### config.mk
export PLATFORM = sky130hd
export DESIGN_NAME = sram_arbiter_flat
export DESIGN_NICKNAME = d
export VERILOG_FILES = /design/src/rtl/sram_arbiter_if.sv /design/src/rtl/sram_arbiter.sv /design/src/flat_wrapper.sv
export SDC_FILE = /design/constraint.sdc
export NUM_CORES = 1
export LEC_CHECK = 0
export ABC_AREA = 1
export CAP_MARGIN = 40
export CORE_AREA = 2 2 118 120
export DETAILED_ROUTE_END_ITERATION = 8
export DIE_AREA = 0 0 120 122
export GPL_TIMING_DRIVEN = 0
export PLACE_DENSITY = 0.64
export SKIP_CTS_REPAIR_TIMING = 1
export SLEW_MARGIN = 10
export SYNTH_ARGS = -nofsm -noshare
export SYNTH_HDL_FRONTEND = slang
export SYNTH_SLANG_ARGS = --single-unit
### constraint.sdc
create_clock -name clk -period 1.49 [get_ports clk]
set_input_delay 0.2235 -clock clk [delete_from_list [all_inputs] [get_ports clk]]
set_output_delay 0.2235 -clock clk [all_outputs]
set_load 0.02 [all_outputs]
### src/rtl/sram_arbiter_if.sv
// Channel-side and SRAM-side signals of the SRAM arbiter.
// slave is the arbiter's view; master is the requesters plus the SRAM model.
interface sram_arbiter_if #(
    parameter int DATA_W = 16,
    parameter int ADDR_W = 32,
    parameter int N_CH   = 2
);
    logic [N_CH-1:0]        ch_req;
    logic [N_CH-1:0]        ch_we;
    logic [N_CH*ADDR_W-1:0] ch_addr;
    logic [N_CH*DATA_W-1:0] ch_wdata;
    logic [N_CH*DATA_W-1:0] ch_rdata;
    logic [N_CH-1:0]        ch_ack;
    logic [ADDR_W-1:0]      address;
    logic [DATA_W-1:0]      data_o;
    logic [DATA_W-1:0]      data_i;
    logic                   rden;
    logic                   wren;

    modport slave (
        input  ch_req, ch_we, ch_addr, ch_wdata, data_i,
        output ch_rdata, ch_ack, address, data_o, rden, wren
    );

    modport master (
        output ch_req, ch_we, ch_addr, ch_wdata, data_i,
        input  ch_rdata, ch_ack, address, data_o, rden, wren
    );
endinterface

### src/rtl/sram_arbiter.sv
// Shares one single-port SRAM among N_CH requesters: IDLE grants, ACCESS
// drives the strobes for WAIT_CYC+1 cycles, DONE pulses the channel's ack.
module sram_arbiter #(
    parameter int DATA_W   = 16,
    parameter int ADDR_W   = 32,
    parameter int N_CH     = 2,
    parameter int WAIT_CYC = 0,
    parameter int RR_MODE  = 0
) (
    input  logic          clk,
    input  logic          rst,
    sram_arbiter_if.slave bus
);
    localparam int IDX_W = $clog2(N_CH);

    typedef enum logic [1:0] {IDLE, ACCESS, DONE} state_t;

    state_t                         state;
    logic [3:0]                     cnt;
    logic [IDX_W-1:0]               gnt;
    logic [IDX_W-1:0]               last_grant;
    logic [ADDR_W-1:0]              address_q;
    logic [DATA_W-1:0]              data_o_q;
    logic                           rden_q;
    logic                           wren_q;
    logic [N_CH-1:0]                ack_q;
    logic [N_CH-1:0][DATA_W-1:0]    rdata_q;

    logic [N_CH-1:0][ADDR_W-1:0]    addr_a;
    logic [N_CH-1:0][DATA_W-1:0]    wdata_a;
    logic                           found;
    logic [IDX_W-1:0]               gnt_nxt;
    logic [IDX_W-1:0]               cand;

    assign addr_a  = bus.ch_addr;
    assign wdata_a = bus.ch_wdata;

    // Round-robin rotates the search origin to just past the last winner.
    always_comb begin
        found   = 1'b0;
        gnt_nxt = '0;
        cand    = '0;
        for (int i = 0; i < N_CH; i++) begin
            if (RR_MODE != 0)
                cand = IDX_W'((int'(last_grant) + 1 + i) % N_CH);
            else
                cand = IDX_W'(i);
            if (!found && bus.ch_req[cand]) begin
                found   = 1'b1;
                gnt_nxt = cand;
            end
        end
    end

    always_ff @(posedge clk) begin
        if (rst) begin
            state      <= IDLE;
            cnt        <= '0;
            gnt        <= '0;
            last_grant <= IDX_W'(N_CH - 1);
            address_q  <= '0;
            data_o_q   <= '0;
            rden_q     <= 1'b0;
            wren_q     <= 1'b0;
            ack_q      <= '0;
            rdata_q    <= '0;
        end else begin
            case (state)
                IDLE: begin
                    ack_q <= '0;
                    if (found) begin
                        gnt        <= gnt_nxt;
                        last_grant <= gnt_nxt;
                        address_q  <= addr_a[gnt_nxt];
                        data_o_q   <= wdata_a[gnt_nxt];
                        rden_q     <= !bus.ch_we[gnt_nxt];
                        wren_q     <= bus.ch_we[gnt_nxt];
                        cnt        <= '0;
                        state      <= ACCESS;
                    end
                end
                ACCESS: begin
                    if (cnt == 4'(WAIT_CYC)) begin
                        // wren_q still reflects the latched direction here
                        if (!wren_q) rdata_q[gnt] <= bus.data_i;
                        address_q <= '0;
                        data_o_q  <= '0;
                        rden_q    <= 1'b0;
                        wren_q    <= 1'b0;
                        ack_q     <= N_CH'(1) << gnt;
                        state     <= DONE;
                    end else begin
                        cnt <= cnt + 4'd1;
                    end
                end
                DONE: begin
                    ack_q <= '0;
                    state <= IDLE;
                end
                default: state <= IDLE;
            endcase
        end
    end

    assign bus.address  = address_q;
    assign bus.data_o   = data_o_q;
    assign bus.rden     = rden_q;
    assign bus.wren     = wren_q;
    assign bus.ch_ack   = ack_q;
    assign bus.ch_rdata = rdata_q;
endmodule

### src/flat_wrapper.sv
// flat-port wrapper written by rule: the top's interface ports become plain ports
module sram_arbiter_flat 
#(
    parameter int DATA_W   = 16,
    parameter int ADDR_W   = 32,
    parameter int N_CH     = 2,
    parameter int WAIT_CYC = 0,
    parameter int RR_MODE  = 0
)
  (clk, rst, bus_ch_req, bus_ch_we, bus_ch_addr, bus_ch_wdata, bus_data_i, bus_ch_rdata, bus_ch_ack, bus_address, bus_data_o, bus_rden, bus_wren);
  sram_arbiter_if #(.DATA_W(DATA_W), .ADDR_W(ADDR_W), .N_CH(N_CH)) bus_i ();
  input  logic clk;
  input  logic rst;
  input wire logic [$bits(bus_i.ch_req)-1:0] bus_ch_req;
  input wire logic [$bits(bus_i.ch_we)-1:0] bus_ch_we;
  input wire logic [$bits(bus_i.ch_addr)-1:0] bus_ch_addr;
  input wire logic [$bits(bus_i.ch_wdata)-1:0] bus_ch_wdata;
  input wire logic [$bits(bus_i.data_i)-1:0] bus_data_i;
  output wire logic [$bits(bus_i.ch_rdata)-1:0] bus_ch_rdata;
  output wire logic [$bits(bus_i.ch_ack)-1:0] bus_ch_ack;
  output wire logic [$bits(bus_i.address)-1:0] bus_address;
  output wire logic [$bits(bus_i.data_o)-1:0] bus_data_o;
  output wire logic [$bits(bus_i.rden)-1:0] bus_rden;
  output wire logic [$bits(bus_i.wren)-1:0] bus_wren;
  assign bus_i.ch_req = bus_ch_req;
  assign bus_i.ch_we = bus_ch_we;
  assign bus_i.ch_addr = bus_ch_addr;
  assign bus_i.ch_wdata = bus_ch_wdata;
  assign bus_i.data_i = bus_data_i;
  assign bus_ch_rdata = bus_i.ch_rdata;
  assign bus_ch_ack = bus_i.ch_ack;
  assign bus_address = bus_i.address;
  assign bus_data_o = bus_i.data_o;
  assign bus_rden = bus_i.rden;
  assign bus_wren = bus_i.wren;
  sram_arbiter #(.DATA_W(DATA_W), .ADDR_W(ADDR_W), .N_CH(N_CH), .WAIT_CYC(WAIT_CYC), .RR_MODE(RR_MODE)) u_core (.clk(clk), .rst(rst), .bus(bus_i));
endmodule
# Yosys cells after proc, flatten, opt, wreduce, memory -nomap -nowiden
# Cells that the tools add are included.
[totals]
regBits = 91
in_bits = 118
out_inout_bits = 84
word_cells = 67
[op_classes]
addsub = 1
order_cmp = 3
n_eq_ne = 5
n_shift = 1
n_mux = 31
bitwise = 1
reduce_logical = 15
[op_table]
columns = ["cell", "count"]
rows = [
  ["$mux W32", 4],
  ["$mux W16", 5],
  ["$pmux W32 S2", 1],
  ["$bwmux W32", 1],
  ["$pmux W16 S2", 1],
  ["$demux W16 S1", 1],
  ["$reduce_and A3 Y1", 3],
  ["$mux W1", 8],
  ["$mux W4", 2],
  ["$pmux W2 S2", 2],
  ["$pmux W4 S2", 1],
  ["$mux W2", 3],
  ["$reduce_and A2 Y1", 3],
  ["$add A4 B1 Y4 const B", 1],
  ["$logic_not A4 Y1", 1],
  ["$lt A1 B2 Y1 const B", 2],
  ["$ne A2 B1 Y1 const B", 2],
  ["$pmux W1 S2", 2],
  ["$reduce_bool A2 Y1", 2],
  ["$eq A2 B1 Y1 const B", 1],
  ["$eq A2 B2 Y1 const B", 1],
  ["$logic_and A1 B1 Y1", 2],
  ["$logic_not A1 Y1", 2],
  ["$logic_not A2 Y1", 1],
  ["other kinds (5)", 5],
]

# Longest topological paths before layout
[logic_depth]
depth_word = 9
mapped_depth = 8
ltp_nobuf = 8

# Least setup slack after synthesis
# Ideal clock, no wire load.
[synth_timing]
path_kind = "register to register"
from = "reg u_core.cnt[0]"
to = "reg u_core.rdata_q, in the netlist u_core.bus.ch_rdata[27]"
setup_ps = 115
t_arrival_ps = 1230
required_ps = 1375
slack_ps = 145
stages_incl_launch_ff = 9
n_path_buf = 1
synth_period_minus_slack_ps = 1345
path_cell_list = "dfxtp_1 -> inv_1 -> ha_1 -> nand2_2 -> nor2_4 -> buf_4 -> nand3_1 -> nand2_1 -> nor2_1"
[synth_between]
elab_chain_cells = 2
[synth_rtl]
columns = ["element", "line", "rtl"]
rows = [
  ["from (decl)", "sram_arbiter.sv:19", "logic [3:0] cnt;"],
  ["from (signal assigned)", "sram_arbiter.sv:93", "cnt <= cnt + 4'd1;"],
  ["$logic_not A4 Y1", "sram_arbiter.sv:83", "if (cnt == 4'(WAIT_CYC)) begin"],
  ["$reduce_and A3 Y1 (no source line)", "-", ""],
  ["to (signal, indexed assignment)", "sram_arbiter.sv:85", "if (!wren_q) rdata_q[gnt] <= bus.data_i;"],
  ["to (decl)", "sram_arbiter.sv:27", "logic [N_CH-1:0][DATA_W-1:0] rdata_q;"],
]
# No other way between the ends.
# A chain may end at the register's enable or synchronous reset.

# Final worst setup path
[layout_timing]
from = "reg u_core.state[0]"
to = "reg u_core.cnt[2]"
[layout_between]
elab_chain_cells = 3
elab_cells_between_ends = 7
cone_classes = "3 x eq/ne; 1 x mux; 3 x reduce/logical"
[layout_rtl]
columns = ["element", "line", "rtl"]
rows = [
  ["from (decl)", "sram_arbiter.sv:18", "state_t state;"],
  ["from (signal assigned)", "sram_arbiter.sv:57", "state <= IDLE;"],
  ["from (signal assigned)", "sram_arbiter.sv:79", "state <= ACCESS;"],
  ["from (signal assigned)", "sram_arbiter.sv:91", "state <= DONE;"],
  ["$eq A2 B1 Y1 / $logic_not A2 Y1 (equally long branches)", "sram_arbiter.sv:68", "case (state)"],
  ["$ne A2 B2 Y1 (no source line) (tied with other cells)", "-", ""],
  ["$reduce_and A3 Y1 (no source line)", "-", ""],
]
# Several ways; a longest one is shown, not always the timed one.

==> tab_implementation.tex <==
\begin{tabular}{lr}
\hline
Metric & Value \\
\hline
\multicolumn{2}{l}{\textbf{Timing}} \\
\quad Worst Tran Pin Value & 0.532 ns \\
\quad Slew headroom & 64.5\% \\
\quad Final-report max-slew violation count & 0 \\
\quad Minimum clock period after layout & 1.41 ns \\
\quad Highest achievable clock rate & 710 MHz \\
\quad Clock skew & 0.00893 ns \\
\quad Post-Route Hold Slack & 0.420 ns \\
\quad Post-route fraction of the period consumed by the critical path & 94.5\% \\
\quad Post-route setup TNS & 0 ns \\
\quad Total of endpoints with negative setup slack in the final report & 0 \\
\quad Final hold violation count & 0 \\
\multicolumn{2}{l}{\textbf{Yosys}} \\
\quad Dominant cell type by area after synthesis & sky130\_fd\_sc\_hd\_\_dfxtp\_1 \\
\quad Count of flip-flops with a built-in enable after synthesis & 0 \\
\quad Mean instance size in the synthesized netlist & 6.48 um\^{}2 \\
\quad Most frequently used cell type in the post-synthesis netlist & sky130\_fd\_sc\_hd\_\_nand2\_1 \\
\quad Number of distinct library cells after synthesis & 22 \\
\quad Cell types occupying the most area after synthesis & sky130\_fd\_sc\_hd\_\_dfxtp\_1 (40\%), sky130\_fd\_sc\_hd\_\_nand2\_1 (20\%), sky130\_fd\_sc\_hd\_\_nand3\_1 (9.9\%) \\
\quad Post-synth net total & 823 \\
\quad Most used flip-flop cell after synthesis & sky130\_fd\_sc\_hd\_\_dfxtp\_1 \\
\quad Proportion of synthesized chip area in sequential cells & 40.0\% \\
\quad Cells after Synth & 703 \\
\quad Share of Yosys cell area claimed by the top area cell type & 40.0\% \\
\quad Flops \& latches, synth & 91 \\
\quad Most frequent cells after synthesis & sky130\_fd\_sc\_hd\_\_nand2\_1 (242), sky130\_fd\_sc\_hd\_\_dfxtp\_1 (91), sky130\_fd\_sc\_hd\_\_nand3\_1 (90) \\
\quad Yosys warning total & 0 \\
\quad Post-synthesis instance area & 4550 um\^{}2 \\
\quad Async set or reset register ratio after synthesis & 0\% \\
\multicolumn{2}{l}{\textbf{Floorplanning}} \\
\quad Width of the die & 120 um \\
\quad Die height & 122 um \\
\quad Effective utilization at floorplan & 33.7\% \\
\quad I/O pin total & 202 \\
\quad Core region area & 13500 um\^{}2 \\
\quad Total die area & 14600 um\^{}2 \\
\quad Count of standard-cell rows & 43 \\
\multicolumn{2}{l}{\textbf{Power}} \\
\quad Relative contribution of the clock network to total power & 32.0\% \\
\quad Reg power frac & 38.1\% \\
\quad Cell internal power dissipation & 4.99 mW \\
\quad PD cells & 966 nW/um\^{}2 \\
\quad Net load switching power & 2.26 mW \\
\quad VDD IR-drop max & 0.593 mV \\
\quad Total power consumption of the routed design & 7.24 mW \\
\quad Fraction of power spent switching nets & 31.2\% \\
\quad Fraction of power consumed by combinational cells & 29.9\% \\
\quad Total leakage power & 4.70 nW \\
\multicolumn{2}{l}{\textbf{Clock network}} \\
\quad Latest clock arrival within the worst-skew pair & 0.34 ns \\
\quad Clock tree buffer depth & 2 \\
\quad CTS Sinks & 91 \\
\quad Clock buffer count from CTS & 9 \\
\quad Root Buffer & sky130\_fd\_sc\_hd\_\_clkbuf\_16 \\
\quad TritonCTS clock tree & yes \\
\quad CTS H-tree depth & 3 \\
\quad Register clock-pin slew on the reported worst setup and hold paths & 0.07 ns \\
\multicolumn{2}{l}{\textbf{Finish}} \\
\quad Number of fillers in the final layout & 1362 \\
\quad Final-stage net count & 1045 \\
\quad Final cell area excluding filler cells & 7500 um\^{}2 \\
\quad Share of post-route cells with drive strength above 1 & 8.82\% \\
\quad Layout-stage area growth over the synthesis result & 64.6\% \\
\quad Combined flip-flop and latch cell area & 1830 um\^{}2 \\
\quad Area of the multi-input gates & 2240 um\^{}2 \\
\quad Antenna Diode Count & 0 \\
\quad Final Util & 55.5\% \\
\multicolumn{2}{l}{\textbf{Critical path}} \\
\quad Worst EP arrival & 1.67 ns \\
\quad Register-to-register setup slack & 0.08 ns \\
\quad Capture instance of the worst register-to-register path & u\_core.cnt[2] \\
\quad CP max stage delay & 0.40 ns \\
\quad Critical Path Start Type & flip-flop \\
\quad Most numerous cell on the critical path & sky130\_fd\_sc\_hd\_\_inv\_2 \\
\quad Critical Path Start & u\_core.state[0] \\
\quad Critical-path cell with the highest stage delay & sky130\_fd\_sc\_hd\_\_dfxtp\_2 \\
\quad Worst setup path category & reg -> reg \\
\quad Worst flop-to-flop path startpoint & u\_core.state[0] \\
\quad Maximum fanout along the worst path & 10 \\
\quad Required time worst endpoint & 1.75 ns \\
\quad R2R cell count & 7 \\
\quad Ordered cell list for the critical path & inv\_2 -> nor2\_4 -> inv\_2 -> clkbuf\_4 -> nor2\_1 -> nand2\_1 -> a21oi\_1 \\
\quad Type of destination of the critical path & flip-flop \\
\multicolumn{2}{l}{\textbf{Detailed routing}} \\
\quad Drt first-iter violations & 195 \\
\quad 1st-pass router iterations & 4 \\
\quad Uppermost layer routed & met4 \\
\quad Routed length on met1 & 6600 um \\
\quad Wire length per cell after detailed routing & 13.4 um \\
\quad Count of nets left with antenna violations after detail routing & 0 \\
\quad Total wire length & 14900 um \\
\quad Total vias in the final route & 4974 \\
\quad Met2 wire length & 7160 um \\
\quad DRC violation count after routing & 0 \\
\quad Via count normalized by instance count & 4.48 \\
\quad Total length of routed met3 wires & 911 um \\
\multicolumn{2}{l}{\textbf{Flow run}} \\
\quad Max-cap violations & 0 \\
\multicolumn{2}{l}{\textbf{Worst hold path}} \\
\quad Terminating pin of the worst hold path & u\_core.gnt \\
\quad Class of the tightest hold or removal check & in -> reg \\
\quad Launch point of the worst hold path & rst \\
\quad Hold Path Depth & 4 \\
\multicolumn{2}{l}{\textbf{Placement}} \\
\quad HPWL after DPL & 11000 um \\
\quad Buffers on Ports & 200 \\
\quad Area post-placement & 6780 um\^{}2 \\
\quad Routability congestion estimate & 0.826 \\
\multicolumn{2}{l}{\textbf{Global routing}} \\
\quad Pin count of the biggest net entering global routing & 17 \\
\quad Total congestion overflow after global routing & 0 \\
\quad Tot GR Track Use & 19.8\% \\
\quad Number of global-route vias before repair & 4744 \\
\quad Number of antenna violations at the first check in global routing & 0 \\
\quad First-pass GRT wire length & 23400 um \\
\multicolumn{2}{l}{\textbf{Status}} \\
\quad Status & complete, no violations \\
\hline
\end{tabular}
==> logic make-up after synthesis <==
| kind of cell | share of synthesized area, % |
|---|---|
| buffers and inverters | 12.2 |
| adders and majority gates | 0.549 |
| AOI/OAI and AO/OA | 8.60 |
| DFF | 40.0 |
| and+or+nand+nor | 38.7 |
==> cell type report <==
| type | count | area share [%] |
|---|---|---|
| clock inverters | 7 | 1.03 |
| well taps | 180 | 3.00 |
| inverters | 77 | 3.86 |
| multi-input cells | 489 | 29.9 |
| repair buffers | 209 | 30.7 |
| clock buffers | 9 | 3.00 |
| flip-flops and latches | 91 | 24.4 |
| plain buffers | 48 | 4.11 |
==> worst max-delay path: cells and delay by family (launching register included) <==
family / cells / cell delay [ns]
compound gates: 1 / 0.12
simple gates: 3 / 0.39
flops: 1 / 0.40
buf+inv: 3 / 0.42
==> power by group through the flow <==
| stage | sequential, mW | combinational [mW] | clock (mW) |
|---|---|---|---|
| global route | 2.79 | 2.38 | 2.48 |
| global placement | 2.81 | 2.12 | 0 |
| finish | 2.76 | 2.17 | 2.32 |
| CTS | 2.77 | 2.13 | 2.37 |
| detailed placement | 2.82 | 2.13 | 0 |
| floorplan | 3.07 | 0.876 | 0 |
==> state kept, by name, indices dropped and copies added, names as in the netlist <==
name                 count
u_core.bus.ch_ack        2
u_core.bus.address      32
u_core.cnt               4
u_core.bus.wren          1
u_core.bus.data_o       16
u_core.state             2
u_core.bus.rden          1
u_core.gnt               1
u_core.bus.ch_rdata     32
==> cells in the final DEF (no fill, tap or decap), drive strengths merged <==
cell type,synthesis,final
dlymetal6s2s,0,86
nand4,1,1
clkbuf,14,29
inv,76,77
dfxtp,91,91
clkinv,1,5
nand2,244,244
buf,34,37
clkinvlp,0,1
a21oi,74,74
nand3,91,92
nor2,58,59
o21ai,2,2
nand3b,15,15
bufinv,0,1
ha,2,2
clkdlybuf4s50,0,114
==> how the worst max path moves through the flow <==
stage                              end  slack (ns)  cells past startpoint
2_1_floorplan  u_core.bus.ch_rdata[27]        0.14                      8
3_3_place_gp    u_core.bus.address[13]       -0.39                      5
3_5_place_dp    u_core.bus.address[26]       -0.40                      5
4_1_cts        u_core.bus.ch_rdata[27]       -0.10                      8
5_1_grt         u_core.bus.address[18]      -0.006                      8
6_report                 u_core.cnt[2]        0.08                      7
==> per-layer routing <==
metal,up-vias,GRT usage [%]
met5,-,0
met4,0,4.71
met3,17,5.20
met2,133,34.3
met1,2191,24.5
li1,2633,-
==> through the flow <==
step,std cells,setup WS [ns]
final,1110,0.0824
after global routing,1110,-0.00599
after CTS,1099,-0.100
after detailed placement,1083,-0.404
after global placement,1083,-0.385
after floorplan,703,0.145
(Power assumes the default switching activity.)
